### config.mk
export PLATFORM = sky130hd
export DESIGN_NAME = ifid_inst_queue
export DESIGN_NICKNAME = d
export VERILOG_FILES = /design/src/rtl/ifid_inst_queue.sv
export SDC_FILE = /design/constraint.sdc
export NUM_CORES = 1
export LEC_CHECK = 0
export ABC_AREA = 1
export CELL_PAD_IN_SITES_DETAIL_PLACEMENT = 1
export CELL_PAD_IN_SITES_GLOBAL_PLACEMENT = 1
export CORE_UTILIZATION = 48
export DETAILED_ROUTE_END_ITERATION = 7
export HOLD_SLACK_MARGIN = 0.08
export PLACE_DENSITY_LB_ADDON = 0.1
export SLEW_MARGIN = 20
export SYNTH_ARGS = -nofsm -noshare
export SYNTH_HDL_FRONTEND = slang
export SYNTH_SLANG_ARGS = --single-unit
### constraint.sdc
create_clock -name clk -period 7.09 [get_ports clk]
set_input_delay 0.709 -clock clk [delete_from_list [all_inputs] [get_ports clk]]
set_output_delay 0.709 -clock clk [all_outputs]
set_load 0.02 [all_outputs]
### src/rtl/ifid_inst_queue.sv
// ifid_inst_queue: circular instruction buffer between fetch and decode.
// Fetch pushes {pc, inst} pairs. Decode pops the oldest entry using a
// valid/ready handshake. A redirect (flush) discards everything that is queued.
// in_ready depends only on registered state, so there is no combinational
// path from out_ready to in_ready. A full queue does not accept a push in the
// same cycle as a pop.
module ifid_inst_queue #(
  parameter int DEPTH = 4,
  parameter int AW    = 2
) (
  input  logic          clk,
  input  logic          resetn,
  input  logic          in_valid,
  input  logic [63:0]   in_bus,
  output logic          in_ready,
  output logic          out_valid,
  output logic [63:0]   out_bus,
  output logic          out_adel,
  input  logic          out_ready,
  input  logic          flush,
  output logic [AW:0]   count
);

  localparam logic [AW:0] FULL = (AW+1)'(DEPTH);

  logic [63:0]   mem [DEPTH];
  logic [AW-1:0] rd_ptr;
  logic [AW-1:0] wr_ptr;
  logic          push;
  logic          pop;

  assign in_ready  = (count != FULL);
  assign out_valid = (count != '0);
  assign out_bus   = mem[rd_ptr];
  assign out_adel  = out_valid & (out_bus[33:32] != 2'b00);

  assign push = in_valid & in_ready;
  assign pop  = out_valid & out_ready;

  // Pointer and occupancy update: reset, then flush, then normal push/pop.
  // NOTE: all sequential state uses non-blocking assignments, so every
  // register in this block samples the same pre-edge values.
  always_ff @(posedge clk) begin
    if (!resetn) begin
      rd_ptr <= '0;
      wr_ptr <= '0;
      count  <= '0;
    end else if (flush) begin
      rd_ptr <= '0;
      wr_ptr <= '0;
      count  <= '0;
    end else begin
      if (push) wr_ptr <= wr_ptr + AW'(1);
      if (pop)  rd_ptr <= rd_ptr + AW'(1);
      case ({push, pop})
        2'b10:   count <= count + (AW+1)'(1);
        2'b01:   count <= count - (AW+1)'(1);
        default: count <= count;
      endcase
    end
  end

  // Entry storage: write the slot at wr_ptr on an accepted push.
  // NOTE: the memory has no reset. Occupancy is tracked by count, so stale
  // contents are never presented as valid.
  always_ff @(posedge clk) begin
    if (resetn && !flush && push) begin
      mem[wr_ptr] <= in_bus;
    end
  end

endmodule

* After elaboration in Yosys (flattened, before gate mapping)
Memory sizes are Yosys's and may differ from the RTL's. A register that Yosys moved wholly into a read port is not among the register bits. Index checks and enable logic that the tools add are counted.
Operators by class: add/sub/neg operators 4, equal/unequal tests 3, muxes and demuxes 5, bitwise gates (word level) 4, reduce and logical (&&, ||, !) cells 7
Operator list (number):
- 3-bit one-hot mux with 2 select lines | 1
- 2-bit by 1-bit adder with 2-bit output, second input constant | 2
- 2-bit 2-to-1 mux | 2
- 2-bit nonzero test | 2
- 3-bit by 1-bit adder with 3-bit output, second input constant | 1
- 1-bit bitwise AND | 3
- 3-bit != test, second input constant | 1
- 3-bit nonzero test | 1
- 3-bit by 1-bit subtractor with 3-bit output, second input constant | 1
- 2-bit by 1-bit equality test with 1-bit output, second input constant | 1
- 2-bit equality test, second input constant | 1
- 1-bit logical AND | 2
- 1-bit 2-to-1 mux | 2
- 2-bit OR reduction | 1
- 1-bit logical NOT | 1
- 1-bit NOT | 1
Storage, ports and cells: register bits after elaboration 7, memory bits (writable) 256, bits of input ports 69, output and inout port bits 70, word-level logic and storage cells 27, memories kept 1
Memory list:
- mem | depth 4, width 64, read ports 1, clocked after Yosys merged registers in 1, write ports 1, RTL line 26 | logic [63:0] mem [DEPTH];

* Depth between registers and ports, before layout
word-level depth 5, mapped depth 13

* Least setup slack after synthesis
Ideal clock, no wire load.
kind input to register, start point input in_valid, end point memory mem[0][0], enable pin, data arrival time 3.878 ns, required time 6.603 ns, setup slack 2.725 ns, stages 3, buffers on the path 0, cells stage by stage a21boi_0 nand2_1 nor2_1
Between the ends: cells in the longest elaborated chain, start to end 4
RTL lines:
- start, declared | RTL line 13 | input logic in_valid,
- 1-bit bitwise AND | RTL line 37 | assign push = in_valid & in_ready;
- 1-bit logical AND | RTL line 67 | if (resetn && !flush && push) begin
- 1-bit 2-to-1 mux | RTL line 67
- 1-bit 2-to-1 mux (implied by the code) | RTL line 68 | mem[wr_ptr] <= in_bus;
- end, declared | RTL line 26
Every way passes these cells.

==> results.md <==
* DRT iter0 DRCs at 340
* Root buffer cell: clkbuf_16
* Synth Register Bits at around 270
* Drc violations at 0
* First drt pass iteration count at 4
* N_diodes at 0
* Ys Warns at 0
* Pwr Density at roughly 260 mW/mm2
* H-tree depth at 1
* Fin. Hold Viols at 0
* Max layer used: met4
* Post-route cell area at 0.0125 mm2
* Layout Nets at between 900 and 1000
* Die height at ~150 um
* Max-Cap Viols at 0
* Met3 wire length at about 1200 um
* Met1 wire length at between 9000 and 10000 um
* Mean area per synthesized cell at ~14 um2
* Leak at 0.00416 uW
* GRT Overall Usage at 22.5%
* Total grt overflow at 0
* Startpoint Class: register
* Period utilization at a little under three fifths
* IO Pins at about 140
* Measured slew at the worst slew-check pin at roughly 1.1 ns
* Die width at 147 um
* CTS tree: built
* Placeable Area at between 0.02 and 0.025 mm2
* Hold_buf cts at 0
* Full die area at 0.0215 mm2
* Resized cells post-CTS at 0
* Crit path max fanout at 65
* Vias in the first global route at around 6700
* Final Max Tran Viols at 0
* WS Path Type: reg2out
* Worst Clk Skew at roughly 0.015 ns
* Final setup violation count at 0
* Hold path startpoint: rd_ptr[1]$_SDFFE_PP0P_
* CTS Sinks at about 270
* CP Data Arrival Time at 3.20 ns
* Routed WL at roughly 24000 um
* Register area share after synthesis at between 70% and 80%
* Crit-path slowest cell: buf_4
* Crit path capture type: output pin
* Starting Density at between 40% and 50%
* CP cell instances: inv_4, buf_4, o21ai_1, o22ai_1, clkdlybuf4s50_1
* Distinct cell type count after synthesis at 22
* Tmin final at ~4 ns
* CTS Buf Count at 27
* CTS clk-pin slew, worst paths at 0.06 ns
* Row cnt at 52
* Max rail drop VDD at around 0.00019 V
* Worst-Skew Late Latency at between 0.5 and 0.6 ns
* Layout cells sized above 1 at approximately 6.8%
* Filler cells at 1935
* Final HPWL DP at approximately 14000 um
* RSZ-0062 raised after global routing: false
* Hold WC Path Type: reg2reg
* Port bufs at between 100 and 150
* FMAX at around 0.26 GHz
* Setup TNS at 0 ns
* Syn_nets at 776
* Post-CTS setup buffers at 0
* Layout area overhead at 24.4%
* Worst Path Buf+Inv at 3
* Largest net degree at the start of global routing at between 100 and 150
* Status: completed
* Req. time, crit path at between 6 and 7 ns
* Placed cell area at 0.0116 mm2
* CP top delay family: buffers and inverters
* Post-Syn Area at 0.0100 mm2
* Slew headroom at about a quarter
* First-pass GRT wire length at about 37000 um
* Remaining antenna violation count at 0
* Routed len/inst at about 21 um
* RR Startpoint: count[1]$_SDFFE_PP0P_
* Met2 Wirelength at 12300 um
* Max incr delay on CP at between 0.6 and 0.7 ns
* GP Congestion at approximately 0.78
* Via density at between 5 and 6
* Syn Inst Count at about 700
* Via Count at just over 6000
* Initial antenna violation count at 0
* Clock Path Buffers at 3
cells by family after synthesis:
family                     synth area share (%)
DFF                                        78.4
AOI/OAI and AO/OA                          10.4
and+or+nand+nor                            6.61
buffers and inverters                      3.72
adders and majority gates                 0.823
synth_stat cells:
master | n | area, um2
buf_8 | 1 | 15.0
fa_1 | 1 | 20.0
o22ai_1 | 62 | 388
clkbuf_2 | 3 | 15.0
dfxtp_1 | 9 | 180
a21boi_0 | 1 | 7.51
inv_4 | 1 | 6.26
buf_2 | 5 | 25.0
a21oi_1 | 4 | 20.0
o21ai_0 | 68 | 340
nand3_1 | 8 | 40.0
ha_1 | 5 | 62.6
nand3b_1 | 1 | 7.51
inv_1 | 21 | 78.8
nor2_1 | 139 | 522
buf_4 | 7 | 52.6
nand2_1 | 25 | 93.8
edfxtp_1 | 256 | 7690
o21ai_1 | 58 | 290
clkinv_1 | 1 | 3.75
clkbuf_1 | 14 | 52.6
buf_6 | 11 | 124
worst paths after layout:
| kind | endpoint | slack (ns) | cells past startpoint |
|---|---|---|---|
| setup / recovery | out_bus[23] | 3.18 | 5 |
| hold / removal | register | 0.53 | 2 |
| setup reg to reg | mem[3][31]$_DFFE_PP_ | 4.03 | 5 |
| hold reg to reg | register | 0.53 | 2 |
through the flow:
stage | utilization, % | setup slack, ns | instances | hold slack [ns] | total power (uW)
after detailed placement | 56.8 | 3.17 | 1076 | 0.520 | 1980
after global placement | 56.8 | 3.22 | 1076 | 0.478 | 1970
after floorplan | - | 2.73 | 701 | 0.460 | 1860
after CTS | 60.9 | 3.17 | 1126 | 0.531 | 3300
final | 61.3 | 3.18 | 1129 | 0.531 | 3280
after global routing | 61.3 | 3.03 | 1129 | 0.553 | 3370
tightest hold or removal path, cell delays in order (launching register included):
cell	delay, ns
dfxtp_1	0.33
nand2_1	0.08
a21oi_1	0.08
power by group:
part	total (uW)	switching (uW)	leakage [uW]	internal, uW
registers	1740	6.39	0.00239	1740
logic	203	114	0.00136	89.3
clock network	1330	564	0.000411	768
sequential cells by signal, summed over array words and instances (netlist names), named ones only:
signal / cells
count: 3
mem: 256
wr_ptr: 2
rd_ptr: 2
cell usage in the layout, fill, tap and decap left out, types with 2 or more instances in the layout:
cell / n
clkbuf_8: 3
clkinv_2: 6
nand2_1: 25
ha_1: 5
clkdlybuf4s50_1: 138
o21ai_1: 58
clkinv_1: 4
o22ai_1: 62
clkbuf_1: 7
nor2_1: 135
buf_16: 2
inv_1: 21
o21ai_0: 68
nand3_1: 8
dfxtp_1: 7
nor2_4: 4
buf_4: 7
edfxtp_1: 256
a21oi_1: 4
clkbuf_16: 27
layout make-up:
class | instances | area (um2) | share of cell area (%)
clock buffers | 37 | 743 | 5.96
clock inverters | 13 | 91.3 | 0.732
inverters | 23 | 88.8 | 0.712
multi-input cells | 372 | 1820 | 14.6
flip-flops and latches | 265 | 7870 | 63.1
well taps | 270 | 338 | 2.71
repair buffers | 149 | 1520 | 12.2
layer usage:
layer / vias to the layer above / global-route usage [%]
met5: - / 0
met4: 0 / 6.09
met3: 42 / 3.03
met2: 164 / 40.1
met1: 3124 / 28.8
li1: 2880 / -
No activity file was read; power rests on OpenSTA's default activity.
